==> src/rtl/fnd_scan_driver.sv <==
// Four-digit multiplexed FND scan driver: frame-coherent BCD shadow, anti-ghost blanking,
// leading-zero suppression and blinking colon dot. Define FND_DIM_EN to add the i_dim input.
module fnd_scan_driver #(
  parameter int unsigned SCAN_DIV  = 100000,
  parameter int unsigned BLANK_CYC = 2000,
  parameter int unsigned BLINK_DIV = 50000000
) (
  input  logic        i_clk,
  input  logic        i_reset,
  input  logic [15:0] i_bcd,
  input  logic [3:0]  i_dp_mask,
  input  logic        i_blank_lz,
  input  logic        i_blink_dp,
`ifdef FND_DIM_EN
  input  logic        i_dim,
`endif
  output logic [7:0]  o_font,
  output logic [3:0]  o_digit,
  output logic        o_frame_done
);

  localparam int unsigned PW = (SCAN_DIV > 1) ? $clog2(SCAN_DIV) : 1;
  localparam int unsigned BW = (BLINK_DIV > 1) ? $clog2(BLINK_DIV) : 1;
`ifdef FND_DIM_EN
  localparam int unsigned DIM_END = BLANK_CYC + (SCAN_DIV - BLANK_CYC) / 4;
`endif

  typedef enum logic {S_BLANK, S_ON} state_t;

  logic [PW-1:0] presc_q, presc_d;
  logic [1:0]    idx_q, idx_d;
  state_t        state_q, state_d;
  logic [15:0]   shadow_q, shadow_d;
  logic [BW-1:0] blink_cnt_q, blink_cnt_d;
  logic          blink_q, blink_d;
  logic          pend_q, pend_d;
  logic [7:0]    font_q, font_d;
  logic [3:0]    digit_q, digit_d;
  logic          frame_q;

  logic       slot_end, frame_end, blink_wrap, lit, lz_blank, dp_on;
  logic [3:0] nib, zero;
  logic [7:0] seg;

  always_comb begin
    slot_end    = (presc_q == PW'(SCAN_DIV - 1));
    frame_end   = slot_end && (idx_q == 2'd3);
    presc_d     = slot_end ? '0 : presc_q + 1'b1;
    idx_d       = slot_end ? idx_q + 2'd1 : idx_q;
    shadow_d    = frame_end ? i_bcd : shadow_q;
    pend_d      = frame_end;
    blink_wrap  = (blink_cnt_q == BW'(BLINK_DIV - 1));
    blink_cnt_d = blink_wrap ? '0 : blink_cnt_q + 1'b1;
    blink_d     = blink_wrap ? ~blink_q : blink_q;

    lit = (presc_q >= PW'(BLANK_CYC));
`ifdef FND_DIM_EN
    if (i_dim && (presc_q >= PW'(DIM_END))) lit = 1'b0;
`endif
    state_d = lit ? S_ON : S_BLANK;

    nib  = shadow_q[{idx_q, 2'b00} +: 4];
    zero = {shadow_q[15:12] == 4'd0, shadow_q[11:8] == 4'd0,
            shadow_q[7:4] == 4'd0,   shadow_q[3:0] == 4'd0};
    // A digit is a leading zero only if every digit to its left is also zero.
    case (idx_q)
      2'd3:    lz_blank = zero[3];
      2'd2:    lz_blank = zero[3] & zero[2];
      2'd1:    lz_blank = zero[3] & zero[2] & zero[1];
      default: lz_blank = 1'b0;
    endcase
    lz_blank = lz_blank & i_blank_lz;

    case (nib)
      4'd0:    seg = 8'hC0;
      4'd1:    seg = 8'hF9;
      4'd2:    seg = 8'hA4;
      4'd3:    seg = 8'hB0;
      4'd4:    seg = 8'h99;
      4'd5:    seg = 8'h92;
      4'd6:    seg = 8'h82;
      4'd7:    seg = 8'hF8;
      4'd8:    seg = 8'h80;
      4'd9:    seg = 8'h90;
      default: seg = 8'hBF;
    endcase

    dp_on   = i_dp_mask[idx_q] && !((idx_q == 2'd2) && i_blink_dp && !blink_q) && !lz_blank;
    font_d  = lz_blank ? 8'hFF : {~dp_on, seg[6:0]};
    digit_d = ~(4'b0001 << idx_q);
    if (state_d == S_BLANK) begin
      font_d  = '1;
      digit_d = '1;
    end
  end

  always_ff @(posedge i_clk or negedge i_reset) begin
    if (!i_reset) begin
      presc_q     <= '0;
      idx_q       <= '0;
      state_q     <= S_BLANK;
      shadow_q    <= '0;
      blink_cnt_q <= '0;
      blink_q     <= 1'b1;
      pend_q      <= 1'b0;
      font_q      <= '1;
      digit_q     <= '1;
      frame_q     <= 1'b0;
    end else begin
      presc_q     <= presc_d;
      idx_q       <= idx_d;
      state_q     <= state_d;
      shadow_q    <= shadow_d;
      blink_cnt_q <= blink_cnt_d;
      blink_q     <= blink_d;
      pend_q      <= pend_d;
      font_q      <= font_d;
      digit_q     <= digit_d;
      // Delayed one extra clock so the pulse lines up with slot 0's blank on the outputs.
      frame_q     <= pend_q;
    end
  end

  assign o_font       = font_q;
  assign o_digit      = digit_q;
  assign o_frame_done = frame_q;

endmodule
==> config.mk <==
export PLATFORM = sky130hd
export DESIGN_NAME = fnd_scan_driver
export DESIGN_NICKNAME = d
export VERILOG_FILES = /design/src/rtl/fnd_scan_driver.sv
export SDC_FILE = /design/constraint.sdc
export NUM_CORES = 1
export LEC_CHECK = 0
export ABC_AREA = 0
export BUFFER_PORTS_ARGS = -buffer_cell sky130_fd_sc_hd__buf_4
export CORE_MARGIN = 2
export CORE_UTILIZATION = 53
export CTS_BUF_LIST = sky130_fd_sc_hd__clkbuf_16
export CTS_CLUSTER_SIZE = 14
export DETAILED_ROUTE_END_ITERATION = 10
export GPL_ROUTABILITY_DRIVEN = 1
export GPL_TIMING_DRIVEN = 0
export PLACE_DENSITY = 0.78
export REMOVE_ABC_BUFFERS = 1
export SLEW_MARGIN = 10
export SYNTH_ARGS = -nofsm -noshare
export SYNTH_HDL_FRONTEND = slang
export SYNTH_SLANG_ARGS = --single-unit
==> constraint.sdc <==
create_clock -name i_clk -period 2.18 [get_ports i_clk]
set_input_delay 0.436 -clock i_clk [delete_from_list [all_inputs] [get_ports i_clk]]
set_output_delay 0.436 -clock i_clk [all_outputs]
set_load 0.005 [all_outputs]
* After elaboration in Yosys (flattened, before gate mapping) *
Memories as Yosys holds them, arrays and structs flattened.
Cells that the tools add are included.

operators by class
  reductions and logical operators = 11
  multiplexer cells = 9
  add/subtract/negate cells = 3
  equality and inequality tests = 5
  order comparisons = 2
  bitwise operators = 6
  shift operators = 2

operator list
  kind                   number
  $add 26x1->26 const B  1
  $eq 26x26->1 const B   1
  $mux 26                1
  $add 17x1->17 const B  1
  $eq 17x17->1 const B   1
  $ge 17x11->1 const B   1
  $mux 17                1
  $mux 8                 2
  $shiftx 16x5->4        1
  $logic_not 4->1        3
  $logic_and 1x1->1      5
  $eq 2x2->1 const B     2
  $mux 4                 1
  $not 4->4              1
  $shl 1x2->4 const A    1
  $and 1x1->1            3
  $logic_not 1->1        3
  $lt 2x3->1 const B     1
  $pmux 1 s3             1
  $add 2x1->2 const B    1
  $bmux 1 s2             1
  $eq 2x1->1 const B     1
  $mux 1                 2
  $not 1->1              2

storage, ports and cells
  logic and storage cells = 48
  memories kept = 1
  ROM bits = 112
  flip-flop bits (word level) = 76
  output and inout port bits = 13

memories
  name             words  width  read ports  clocked after memory_dff  write ports  line  text
  (no name shown)  16     7      1           0                         0            74    case (nib)

* Logic depth before layout (Yosys ltp) *
Gate-level depths: netlist (run 1).

  depth after elaboration = 10
  mapped depth = 8
  gate-level depth less buffers = 7

* Worst setup path before layout (run 1) *
Ideal clock, no wire load.

  kind = register to register
  start point = register presc_q[11]
  end point = register shadow_q[10]
  arrival time = 1.897 ns
  buffers on the path = 1
  cell stages (with the launch flop) = 6
  setup time = 0.125 ns
  path slack = 0.158 ns
  clock period less this slack = 2.022 ns
  path through = dfrtp_1 > or4_4 > nor4_4 > nand2_4 > buf_6 > mux2_4

on the way
  longest elaborated chain between the ends = 2

RTL lines
  item                      line  text
  start: declaration        30    logic [PW-1:0] presc_q, presc_d;
  start signal: assignment  110   presc_q <= presc_d;
  $eq 17x17->1              46    slot_end = (presc_q == PW'(SCAN_DIV - 1));
  $logic_and 1x1->1         47    frame_end = slot_end && (idx_q == 2'd3);
  end signal: assignment    113   shadow_q <= shadow_d;
  end: declaration          33    logic [15:0] shadow_q, shadow_d;

Every way passes these cells.
A chain may end at the register's enable or synchronous reset.

* Worst setup path after layout (run 1) *
  start point = register presc_q[6]
  end point = register shadow_q[14]

The elaborated chain is that of the path after synthesis.

==> results of run 1 <==
## metal layers
metal / wire length (µm) / part of all wire, % / GRT usage (%)
met5: 0 / 0 / 0
met4: 98 / 1.3 / 7.27
met3: 287 / 3.9 / 5.00
met2: 3710 / 50 / 32.7
met1: 3260 / 44 / 28.0
## worst max-delay path, cell delays in order (launching register included)
cell and delay (ns):
sky130_fd_sc_hd__dfrtp_1 0.43, sky130_fd_sc_hd__or4bb_1 0.58, sky130_fd_sc_hd__nor4_4 0.40, sky130_fd_sc_hd__nand2_4 0.08, sky130_fd_sc_hd__buf_12 0.17, sky130_fd_sc_hd__mux2_4 0.30
## final cells by class
cell class	instances	area share, %
sequential	76	43.3
multi-input combinational	229	39.3
timing repair buffer	39	6.88
clock buffer	9	5.08
tap	96	2.71
clock inverter	7	1.92
inverter	10	0.846
## flip-flops by register name, indices dropped and copies added (netlist names)
| name | count |
|---|---|
| blink_cnt_q | 26 |
| presc_q | 17 |
| o_digit | 4 |
| shadow_q | 16 |
| blink_q | 1 |
| o_frame_done | 1 |
| o_font | 8 |
| pend_q | 1 |
| idx_q | 2 |
## per-stage QoR
| step | util [%] | instances | total power (W) | area (µm²) | hold slack [ns] |
|---|---|---|---|---|---|
| floorplan | - | 315 | 0.00150 | 3680 | 0.140 |
| global placement | 59.9 | 447 | 0.00157 | 4070 | 0.338 |
| detailed placement | 60.1 | 448 | 0.00157 | 4080 | 0.335 |
| CTS | 64.9 | 465 | 0.00312 | 4410 | 0.280 |
| global route | 65.3 | 466 | 0.00320 | 4440 | 0.320 |
| finish | 65.3 | 466 | 0.00309 | 4440 | 0.243 |
## cell usage after synthesis (2+ instances only)
library cell / count
sky130_fd_sc_hd__xnor2_1: 10
sky130_fd_sc_hd__mux2_4: 10
sky130_fd_sc_hd__mux2i_1: 4
sky130_fd_sc_hd__nor2_1: 22
sky130_fd_sc_hd__or3_1: 3
sky130_fd_sc_hd__nor3_1: 5
sky130_fd_sc_hd__dfrtp_1: 63
sky130_fd_sc_hd__nor4_1: 5
sky130_fd_sc_hd__buf_2: 3
sky130_fd_sc_hd__clkbuf_1: 5
sky130_fd_sc_hd__a21oi_1: 11
sky130_fd_sc_hd__nand3_1: 20
sky130_fd_sc_hd__nor2b_1: 3
sky130_fd_sc_hd__o31ai_1: 8
sky130_fd_sc_hd__mux4_2: 5
sky130_fd_sc_hd__and3_1: 7
sky130_fd_sc_hd__inv_1: 10
sky130_fd_sc_hd__and4_1: 6
sky130_fd_sc_hd__mux2_2: 7
sky130_fd_sc_hd__nand4b_1: 2
sky130_fd_sc_hd__xor2_1: 19
sky130_fd_sc_hd__or4_1: 4
sky130_fd_sc_hd__dfstp_2: 13
sky130_fd_sc_hd__nand4_1: 11
sky130_fd_sc_hd__o21ai_0: 9
sky130_fd_sc_hd__nand2_1: 23
sky130_fd_sc_hd__and2_1: 7
sky130_fd_sc_hd__ha_1: 13
## final timing paths
kind,cells past startpoint,endpoint,slack (ns),start
setup / recovery,5,shadow_q[14],0.09,presc_q[6]
hold / removal,1,blink_cnt_q[24],0.24,i_reset
setup reg to reg,5,shadow_q[14],0.09,presc_q[6]
hold reg to reg,0,o_frame_done,0.35,pend_q
max in group asynchronous,1,idx_q[0],1.28,i_reset
min in group i_clk,2,shadow_q[2],0.34,i_bcd[2]
## cell families after synthesis
family	after synthesis	share of synthesized area, %
flip-flops	76	51.5
multiplexers	26	10.2
AND/OR/NAND/NOR	126	19.0
AO/OA/AOI/OAI	35	5.91
adder cells (fa/ha/maj)	13	4.37
XOR/XNOR	29	6.82
buffers and inverters	19	2.22
## power groups by stage
stage,Combinational [W],Clock [W],Sequential (W)
CTS,0.000113,0.00157,0.00144
floorplan,0.0000448,0,0.00146
global placement,0.000108,0,0.00146
detailed placement,0.000111,0,0.00146
global route,0.000125,0.00164,0.00144
finish,0.000111,0.00153,0.00144
## repair_timing
action                                  in CTS  in global routing
endpoints found under the setup margin      21                 15
hold endpoints to repair                     0                  0
buffers inserted                             1                  1
resized for setup                            2                  1
pin swaps                                    1                  1
==> impl_metrics.xml, run 1 <==
<?xml version="1.0" encoding="UTF-8"?>
<metrics>
  <group name="routing">
    <metric name="antenna_violating_nets_remaining" unit="">0</metric>
    <metric name="wl_per_cell" unit="µm">15.8</metric>
    <metric name="dr_total_vias" unit="">2618</metric>
    <metric name="drt-pass1-iter-count" unit="">4</metric>
    <metric name="routed_via_density" unit="">5.62</metric>
    <metric name="finalWirelength" unit="µm">7360</metric>
    <metric name="drt-initial-drc-count" unit="">138</metric>
    <metric name="drc_errors" unit="">0</metric>
  </group>
  <group name="yosys">
    <metric name="synth-async-reset-ratio" unit="%">100</metric>
    <metric name="synth_largest_area_cell" unit="">sky130_fd_sc_hd__dfrtp_1</metric>
    <metric name="fraction_of_the_yosys_area_taken_by_sequential_cells" unit="%">51.5</metric>
    <metric name="syn_inst" unit="">324</metric>
    <metric name="ys_ff_latch" unit="">76</metric>
    <metric name="synth-main-ff-cell" unit="">sky130_fd_sc_hd__dfrtp_1</metric>
    <metric name="synth.top_cells.by_area" unit="">sky130_fd_sc_hd__dfrtp_1, sky130_fd_sc_hd__dfstp_2, sky130_fd_sc_hd__xor2_1</metric>
    <metric name="synth.yosys.warnings" unit="">0</metric>
    <metric name="synth_edf_count" unit="">0</metric>
    <metric name="synth.cell_area" unit="µm²">3730</metric>
    <metric name="synth_top_area_share" unit="%">42.3</metric>
    <metric name="synthDistinctLibCells" unit="">44</metric>
    <metric name="avgSynthCellArea" unit="µm²">11.5</metric>
  </group>
  <group name="grt">
    <metric name="first_global_vias" unit="">2549</metric>
    <metric name="grt_pass1_wl" unit="µm">12200</metric>
    <metric name="pin_count_of_the_biggest_net_entering_global_routing" unit="">77</metric>
    <metric name="overflow" unit="">0</metric>
    <metric name="antenna_found_initial" unit="">0</metric>
    <metric name="grtUsageTotal" unit="%">20.7</metric>
  </group>
  <group name="floorplan">
    <metric name="rows" unit="">30</metric>
    <metric name="die_height" unit="µm">87.8</metric>
    <metric name="initial_utilization" unit="%">54.8</metric>
    <metric name="die_w" unit="µm">87.8</metric>
    <metric name="dieArea" unit="µm²">7720</metric>
    <metric name="design.portCount" unit="">37</metric>
    <metric name="total_core_area" unit="µm²">6790</metric>
  </group>
  <group name="sta">
    <metric name="timing.fmax" unit="MHz">479</metric>
    <metric name="tightest_slew" unit="ns">0.920</metric>
    <metric name="final.setup.worst_slack" unit="ns">0.0904</metric>
    <metric name="final.period_utilization" unit="%">95.9</metric>
    <metric name="slew_violations" unit="">0</metric>
    <metric name="final_hold_viol_count" unit="">0</metric>
    <metric name="timing.setup.tns" unit="ns">0</metric>
    <metric name="layout_min_cycle_time" unit="ns">2.09</metric>
    <metric name="fin_worst_skew" unit="ns">0.00849</metric>
    <metric name="grt_setup_unrepaired" unit="">false</metric>
    <metric name="max-slew-margin-rel" unit="%">38.7</metric>
    <metric name="setup-violations-final" unit="">0</metric>
  </group>
  <group name="power_and_ir_drop">
    <metric name="netSwitchingFraction" unit="%">19.9</metric>
    <metric name="vdd_drop_max" unit="V">0.000517</metric>
    <metric name="leakagePower" unit="nW">2.02</metric>
    <metric name="power.net_switching" unit="W">0.000613</metric>
    <metric name="seqPwrFrac" unit="%">46.7</metric>
    <metric name="power.share.clock" unit="%">49.7</metric>
    <metric name="internal_power" unit="W">0.00247</metric>
    <metric name="power.combinational.fraction" unit="%">3.6</metric>
    <metric name="power.density_cell_area" unit="nW/µm²">696</metric>
  </group>
  <group name="clock_network">
    <metric name="tritoncts" unit="">done</metric>
    <metric name="worstSkewPairLatency" unit="ns">0.33</metric>
    <metric name="ctsHtreeMaxLevel" unit="">3</metric>
    <metric name="cts.clk_slew.worst_paths" unit="ns">0.06</metric>
    <metric name="cts-root-to-sink-buffers" unit="">2</metric>
    <metric name="clockRootBuffer" unit="">sky130_fd_sc_hd__clkbuf_16</metric>
    <metric name="cts_hold_buffers" unit="">0</metric>
    <metric name="cts.sink_count" unit="">76</metric>
    <metric name="cts_buffers" unit="">9</metric>
  </group>
  <group name="cells_and_area">
    <metric name="syn2layout_area_growth" unit="%">19.0</metric>
    <metric name="most-common-layout-cells" unit="">sky130_fd_sc_hd__dfrtp_1, sky130_fd_sc_hd__buf_4, sky130_fd_sc_hd__nand2_1</metric>
    <metric name="ff_latch_area" unit="µm²">1920</metric>
    <metric name="drive_gt1_share" unit="%">25.4</metric>
    <metric name="nFillCells" unit="">509</metric>
    <metric name="antenna-diode-count" unit="">0</metric>
    <metric name="most_common_library_cell_in_the_layout_ignoring_fill_and_taps" unit="">sky130_fd_sc_hd__dfrtp_1</metric>
    <metric name="multi_input_gate_area_in_the_final_layout" unit="µm²">1740</metric>
    <metric name="layout.nets" unit="">402</metric>
  </group>
  <group name="critical_path">
    <metric name="worstPathRequired" unit="ns">2.39</metric>
    <metric name="startpoint_type" unit="">register</metric>
    <metric name="crit_type" unit="">register to register</metric>
    <metric name="path_max_fanout" unit="">16</metric>
    <metric name="critical_path.endpoint_type" unit="">register</metric>
    <metric name="cp.arrival" unit="ns">2.30</metric>
  </group>
  <group name="place">
    <metric name="port-buffer-count" unit="">36</metric>
    <metric name="dp.final_hpwl" unit="µm">4860</metric>
    <metric name="post-place-ws" unit="ns">-0.362</metric>
    <metric name="routabilityCongestion" unit="">0.854</metric>
  </group>
  <group name="outcome">
    <metric name="outcome" unit="">finished, final reports clean</metric>
  </group>
  <group name="flow_run">
    <metric name="max-cap-violations" unit="">0</metric>
  </group>
  <group name="hold_path">
    <metric name="hold_path.class" unit="">primary input to asynchronous set/reset pin</metric>
  </group>
</metrics>
Note: power is estimated with default switching activity, not from simulation.
==> run 2: changes to the inputs <==
--- a/config.mk
+++ b/config.mk
@@ -8,13 +8,13 @@
 export ABC_AREA = 0
 export BUFFER_PORTS_ARGS = -buffer_cell sky130_fd_sc_hd__buf_4
 export CORE_MARGIN = 2
-export CORE_UTILIZATION = 53
+export CORE_UTILIZATION = 60
 export CTS_BUF_LIST = sky130_fd_sc_hd__clkbuf_16
 export CTS_CLUSTER_SIZE = 14
 export DETAILED_ROUTE_END_ITERATION = 10
 export GPL_ROUTABILITY_DRIVEN = 1
 export GPL_TIMING_DRIVEN = 0
-export PLACE_DENSITY = 0.78
+export PLACE_DENSITY = 0.83
 export REMOVE_ABC_BUFFERS = 1
 export SLEW_MARGIN = 10
 export SYNTH_ARGS = -nofsm -noshare
==> constraint.sdc (replaced) <==
create_clock -name i_clk -period 2.65 [get_ports i_clk]
set_input_delay 0.53 -clock i_clk [delete_from_list [all_inputs] [get_ports i_clk]]
set_output_delay 0.53 -clock i_clk [all_outputs]
set_load 0.005 [all_outputs]
==> impl_metrics.xml, run 2 (synthesized netlist as in run 1, its figures left out) <==
<?xml version="1.0" encoding="UTF-8"?>
<metrics>
  <group name="outcome">
    <metric name="outcome" unit="">finished, final reports clean</metric>
  </group>
  <group name="place">
    <metric name="routabilityCongestion" unit="">0.819</metric>
    <metric name="dp.final_hpwl" unit="µm">4980</metric>
    <metric name="port-buffer-count" unit="">36</metric>
    <metric name="placed_area" unit="µm²">4050</metric>
  </group>
  <group name="cells_and_area">
    <metric name="finish.instance_area" unit="µm²">4330</metric>
    <metric name="nFillCells" unit="">411</metric>
    <metric name="layout.nets" unit="">402</metric>
    <metric name="antenna-diode-count" unit="">0</metric>
    <metric name="most-common-layout-cells" unit="">sky130_fd_sc_hd__dfrtp_1, sky130_fd_sc_hd__buf_4, sky130_fd_sc_hd__nand2_1</metric>
    <metric name="syn2layout_area_growth" unit="%">16.3</metric>
    <metric name="ff_latch_area" unit="µm²">1920</metric>
    <metric name="reg_top3" unit="">blink_cnt_q: 26 flops, presc_q: 17 flops, shadow_q: 16 flops</metric>
    <metric name="largest_register" unit="">blink_cnt_q</metric>
    <metric name="drive_gt1_share" unit="%">24.3</metric>
    <metric name="max_reg_flops" unit="">26</metric>
    <metric name="most_common_library_cell_in_the_layout_ignoring_fill_and_taps" unit="">sky130_fd_sc_hd__dfrtp_1</metric>
    <metric name="final_util" unit="%">72.8</metric>
    <metric name="multi_input_gate_area_in_the_final_layout" unit="µm²">1730</metric>
  </group>
  <group name="routing">
    <metric name="wl_per_cell" unit="µm">16.4</metric>
    <metric name="dr_total_vias" unit="">2652</metric>
    <metric name="antenna_violating_nets_remaining" unit="">0</metric>
    <metric name="drt-pass1-iter-count" unit="">4</metric>
    <metric name="finalWirelength" unit="µm">7280</metric>
    <metric name="routed_via_density" unit="">5.96</metric>
    <metric name="drt-initial-drc-count" unit="">127</metric>
    <metric name="drc_errors" unit="">0</metric>
  </group>
  <group name="sta">
    <metric name="grt_setup_unrepaired" unit="">false</metric>
    <metric name="timing.fmax" unit="MHz">430</metric>
    <metric name="final_hold_viol_count" unit="">0</metric>
    <metric name="timing.setup.tns" unit="ns">0</metric>
    <metric name="final.period_utilization" unit="%">87.8</metric>
    <metric name="layout_min_cycle_time" unit="ns">2.33</metric>
    <metric name="setup-violations-final" unit="">0</metric>
    <metric name="max-slew-margin-rel" unit="%">33.7</metric>
    <metric name="tightest_slew" unit="ns">0.983</metric>
    <metric name="fin_worst_skew" unit="ns">0.00574</metric>
    <metric name="slew_violations" unit="">0</metric>
  </group>
  <group name="clock_network">
    <metric name="cts.sink_count" unit="">76</metric>
    <metric name="worstSkewPairLatency" unit="ns">0.33</metric>
    <metric name="clockRootBuffer" unit="">sky130_fd_sc_hd__clkbuf_16</metric>
    <metric name="cts_hold_buffers" unit="">0</metric>
    <metric name="tritoncts" unit="">done</metric>
    <metric name="cts_buffers" unit="">9</metric>
    <metric name="cts-root-to-sink-buffers" unit="">2</metric>
    <metric name="ctsHtreeMaxLevel" unit="">3</metric>
    <metric name="cts.clk_slew.worst_paths" unit="ns">0.06</metric>
    <metric name="cts_resized" unit="">0</metric>
  </group>
  <group name="grt">
    <metric name="overflow" unit="">0</metric>
    <metric name="grtUsageTotal" unit="%">23.1</metric>
    <metric name="pin_count_of_the_biggest_net_entering_global_routing" unit="">77</metric>
    <metric name="first_global_vias" unit="">2718</metric>
    <metric name="antenna_found_initial" unit="">0</metric>
    <metric name="grt_pass1_wl" unit="µm">12900</metric>
  </group>
  <group name="critical_path">
    <metric name="path_max_fanout" unit="">11</metric>
    <metric name="critical_path.endpoint_type" unit="">register</metric>
    <metric name="critical_path.max_stage_delay" unit="ns">0.69</metric>
    <metric name="startpoint_type" unit="">register</metric>
    <metric name="cp_cell_sequence" unit="">mux4_2, o21a_1, a211oi_1, o21ai_0</metric>
    <metric name="timing.critical_path.slowest_stage_cell" unit="">sky130_fd_sc_hd__mux4_2</metric>
    <metric name="worstPathRequired" unit="ns">2.87</metric>
    <metric name="cp.arrival" unit="ns">2.55</metric>
    <metric name="crit_type" unit="">register to register</metric>
  </group>
  <group name="flow_run">
    <metric name="max-cap-violations" unit="">0</metric>
  </group>
  <group name="floorplan">
    <metric name="initial_utilization" unit="%">62.6</metric>
    <metric name="rows" unit="">28</metric>
    <metric name="design.portCount" unit="">37</metric>
    <metric name="die_height" unit="µm">82.8</metric>
    <metric name="dieArea" unit="µm²">6860</metric>
    <metric name="die_w" unit="µm">82.8</metric>
    <metric name="total_core_area" unit="µm²">5960</metric>
  </group>
  <group name="hold_path">
    <metric name="hold_path.class" unit="">primary input to asynchronous set/reset pin</metric>
  </group>
  <group name="power_and_ir_drop">
    <metric name="leakagePower" unit="nW">1.99</metric>
    <metric name="vdd_drop_max" unit="V">0.000420</metric>
    <metric name="power.density_cell_area" unit="nW/µm²">539</metric>
  </group>
</metrics>
[run 2: what timing repair did]
item | in CTS | in global routing
endpoints found under the setup margin | 0 | 16
setup buffers | 0 | 3
hold endpoints to repair | 0 | 0
[run 2: metrics by stage]
step / setup WS [ns] / power (W) / hold slack (ns) / cells
after floorplan: 0.390 / 0.00124 / 0.234 / 315
after global placement: 0.147 / 0.00129 / 0.335 / 426
after detailed placement: 0.0828 / 0.00130 / 0.340 / 426
after CTS: 0.0568 / 0.00236 / 0.352 / 442
after global routing: 0.123 / 0.00242 / 0.362 / 445
final: 0.322 / 0.00234 / 0.330 / 445
[run 2: cell type report]
cell class | count | area share [%]
clock inverters | 7 | 0.809
multi-input cells | 229 | 39.9
clock buffers | 9 | 5.20
flip-flops and latches | 76 | 44.3
inverters | 10 | 0.866
well taps | 75 | 2.17
repair buffers | 39 | 6.76
[run 2: final timing paths]
| path | from | endpoint | slack (ns) | depth (start not counted) |
|---|---|---|---|---|
| min in group i_clk | pend_q | o_frame_done | 0.35 | 0 |
| max in group asynchronous | i_reset | shadow_q[5] | 1.73 | 1 |
| min | i_reset | blink_cnt_q[23] | 0.33 | 1 |
| min reg2reg | pend_q | o_frame_done | 0.35 | 0 |
| max reg2reg | idx_q[0] | o_font[5] | 0.32 | 4 |
| max | idx_q[0] | o_font[5] | 0.32 | 4 |
[run 2: worst max-delay path: cells and delay by family (launching register included)]
family	cells	cell delay [ns]
compound gates	3	0.95
flops	1	0.58
mux	1	0.69
[run 2: per-layer routing]
layer | up-vias | share of wire [%] | GRT usage (%)
met2 | 54 | 50 | 38.3
met3 | 16 | 3.7 | 5.67
met1 | 1334 | 44 | 29.9
li1 | 1248 | - | -
met4 | 0 | 1.8 | 8.20
met5 | - | 0 | 0
[run 2: where the power goes]
group          switching, W  internal, W  leakage (nW)
Combinational     0.0000445    0.0000464         0.911
Sequential        0.0000108      0.00117         0.951
Clock              0.000443     0.000617         0.125
==> run 3: changes to the inputs <==
--- a/config.mk
+++ b/config.mk
@@ -8,13 +8,12 @@
 export ABC_AREA = 0
 export BUFFER_PORTS_ARGS = -buffer_cell sky130_fd_sc_hd__buf_4
 export CORE_MARGIN = 2
-export CORE_UTILIZATION = 60
+export CORE_UTILIZATION = 37
 export CTS_BUF_LIST = sky130_fd_sc_hd__clkbuf_16
 export CTS_CLUSTER_SIZE = 14
 export DETAILED_ROUTE_END_ITERATION = 10
 export GPL_ROUTABILITY_DRIVEN = 1
 export GPL_TIMING_DRIVEN = 0
-export PLACE_DENSITY = 0.83
 export REMOVE_ABC_BUFFERS = 1
 export SLEW_MARGIN = 10
 export SYNTH_ARGS = -nofsm -noshare
==> impl_metrics.xml, run 3 (synthesized netlist as in run 1, its figures left out) <==
<?xml version="1.0" encoding="UTF-8"?>
<metrics>
  <group name="sta">
    <metric name="final_hold_viol_count" unit="">0</metric>
    <metric name="fin_worst_skew" unit="ns">0.00611</metric>
    <metric name="grt_setup_unrepaired" unit="">false</metric>
    <metric name="timing.setup.tns" unit="ns">0</metric>
    <metric name="setup-violations-final" unit="">0</metric>
    <metric name="slew_violations" unit="">0</metric>
    <metric name="timing.fmax" unit="MHz">424</metric>
    <metric name="max-slew-margin-rel" unit="%">37.5</metric>
    <metric name="layout_min_cycle_time" unit="ns">2.36</metric>
    <metric name="final.period_utilization" unit="%">89.0</metric>
    <metric name="tightest_slew" unit="ns">0.938</metric>
  </group>
  <group name="cells_and_area">
    <metric name="drive_gt1_share" unit="%">25.0</metric>
    <metric name="syn2layout_area_growth" unit="%">19.9</metric>
    <metric name="multi_input_gate_area_in_the_final_layout" unit="µm²">1730</metric>
    <metric name="layout.nets" unit="">404</metric>
    <metric name="nFillCells" unit="">920</metric>
    <metric name="final_util" unit="%">45.7</metric>
    <metric name="most_common_library_cell_in_the_layout_ignoring_fill_and_taps" unit="">sky130_fd_sc_hd__dfrtp_1</metric>
    <metric name="most-common-layout-cells" unit="">sky130_fd_sc_hd__dfrtp_1, sky130_fd_sc_hd__buf_4, sky130_fd_sc_hd__nand2_1</metric>
    <metric name="max_reg_flops" unit="">26</metric>
    <metric name="antenna-diode-count" unit="">0</metric>
    <metric name="ff_latch_area" unit="µm²">1920</metric>
    <metric name="largest_register" unit="">blink_cnt_q</metric>
    <metric name="reg_top3" unit="">blink_cnt_q: 26 flops, presc_q: 17 flops, shadow_q: 16 flops</metric>
  </group>
  <group name="floorplan">
    <metric name="initial_utilization" unit="%">38.1</metric>
    <metric name="die_height" unit="µm">104</metric>
    <metric name="total_core_area" unit="µm²">9770</metric>
    <metric name="design.portCount" unit="">37</metric>
    <metric name="dieArea" unit="µm²">10900</metric>
    <metric name="die_w" unit="µm">104</metric>
    <metric name="rows" unit="">36</metric>
  </group>
  <group name="critical_path">
    <metric name="cp.arrival" unit="ns">2.58</metric>
    <metric name="worstPathRequired" unit="ns">2.87</metric>
    <metric name="worstReg2RegEnd" unit="">o_font[5]</metric>
    <metric name="path_max_fanout" unit="">11</metric>
    <metric name="critical_path.endpoint_type" unit="">register</metric>
    <metric name="crit_type" unit="">register to register</metric>
    <metric name="reg2reg_slack" unit="ns">0.29</metric>
    <metric name="rr_startpoint" unit="">idx_q[0]</metric>
    <metric name="startpoint_type" unit="">register</metric>
    <metric name="ff2ff_path_depth" unit="">4</metric>
  </group>
  <group name="place">
    <metric name="port-buffer-count" unit="">36</metric>
    <metric name="dp.final_hpwl" unit="µm">4980</metric>
    <metric name="routabilityCongestion" unit="">0.815</metric>
  </group>
  <group name="power_and_ir_drop">
    <metric name="leakagePower" unit="nW">2.02</metric>
    <metric name="total_power" unit="W">0.00255</metric>
    <metric name="vdd_drop_max" unit="V">0.000267</metric>
    <metric name="power.density_cell_area" unit="nW/µm²">570</metric>
  </group>
  <group name="routing">
    <metric name="antenna_violating_nets_remaining" unit="">0</metric>
    <metric name="drt-pass1-iter-count" unit="">4</metric>
    <metric name="dr_total_vias" unit="">2544</metric>
    <metric name="finalWirelength" unit="µm">7140</metric>
    <metric name="drt-initial-drc-count" unit="">91</metric>
    <metric name="routed_via_density" unit="">5.04</metric>
    <metric name="drc_errors" unit="">0</metric>
    <metric name="wl_per_cell" unit="µm">14.1</metric>
  </group>
  <group name="clock_network">
    <metric name="cts_buffers" unit="">9</metric>
    <metric name="cts_resized" unit="">0</metric>
    <metric name="tritoncts" unit="">done</metric>
    <metric name="worstSkewPairLatency" unit="ns">0.33</metric>
    <metric name="cts_hold_buffers" unit="">0</metric>
    <metric name="cts.sink_count" unit="">76</metric>
    <metric name="cts.clk_slew.worst_paths" unit="ns">0.06</metric>
    <metric name="post-cts-setup-buffer-count" unit="">0</metric>
    <metric name="cts-root-to-sink-buffers" unit="">2</metric>
    <metric name="clockRootBuffer" unit="">sky130_fd_sc_hd__clkbuf_16</metric>
    <metric name="ctsHtreeMaxLevel" unit="">3</metric>
  </group>
  <group name="grt">
    <metric name="first_global_vias" unit="">2488</metric>
    <metric name="grtUsageTotal" unit="%">14.0</metric>
    <metric name="overflow" unit="">0</metric>
    <metric name="grt_pass1_wl" unit="µm">12200</metric>
    <metric name="antenna_found_initial" unit="">0</metric>
    <metric name="pin_count_of_the_biggest_net_entering_global_routing" unit="">77</metric>
  </group>
  <group name="hold_path">
    <metric name="hold_path.class" unit="">primary input to asynchronous set/reset pin</metric>
  </group>
  <group name="flow_run">
    <metric name="max-cap-violations" unit="">0</metric>
  </group>
  <group name="outcome">
    <metric name="outcome" unit="">finished, final reports clean</metric>
  </group>
</metrics>
run 3: cell count changes in the layout (fill, tap and decap cells not counted), sizes merged:
cell	before	now
clkinvlp	2	1
clkinv	4	3
buf	39	41
bufinv	0	2
run 3: report_power, final:
group          switching (W)  internal, W  total [W]
Combinational      0.0000428    0.0000463  0.0000891
Sequential        0.00000966      0.00117    0.00118
Clock               0.000462     0.000812    0.00127
Total               0.000514      0.00203    0.00255
run 3: cell type report:
type	instances	share of cell area, %
clock inverters	7	1.88
clock buffers	9	5.04
well taps	133	3.72
multi-input cells	229	38.7
flip-flops and latches	76	42.9
inverters	10	0.840
repair buffers	41	6.89
run 3: worst max-delay path, stage by stage, from the launching register on:
cell and delay, ns:
sky130_fd_sc_hd__dfrtp_1 0.60, sky130_fd_sc_hd__mux4_2 0.69, sky130_fd_sc_hd__o21a_1 0.21, sky130_fd_sc_hd__a211oi_1 0.55, sky130_fd_sc_hd__o21ai_0 0.20
run 3: metal layers:
layer  GRT usage [%]  routed length [µm]  vias to the layer above
li1                -                   -                     1249
met1            18.5                3350                     1257
met5               0                   0                        -
met2            22.2                3490                       30
met3            4.70                 231                        8
met4            3.57                  74                        0
run 3: how the worst max path moves through the flow:
stage,start,end,slack (ns)
floorplan,presc_q[11],shadow_q[10],0.39
global placement,blink_cnt_q[0],blink_cnt_q[12],0.05
detailed placement,presc_q[6],shadow_q[8],0.1
CTS,presc_q[6],shadow_q[8],0.08
global route,idx_q[0],o_font[5],0.07
finish,idx_q[0],o_font[5],0.29
run 3: per-stage QoR:
step                      cell area, µm²  worst slack, ns  hold WS [ns]  std cells
after global routing                4470           0.0749         0.368        505
after floorplan                     3680            0.390         0.234        315
after global placement              4120           0.0528         0.340        484
final                               4470            0.292         0.343        505
after CTS                           4440           0.0795         0.357        501
after detailed placement            4130           0.0955         0.352        485
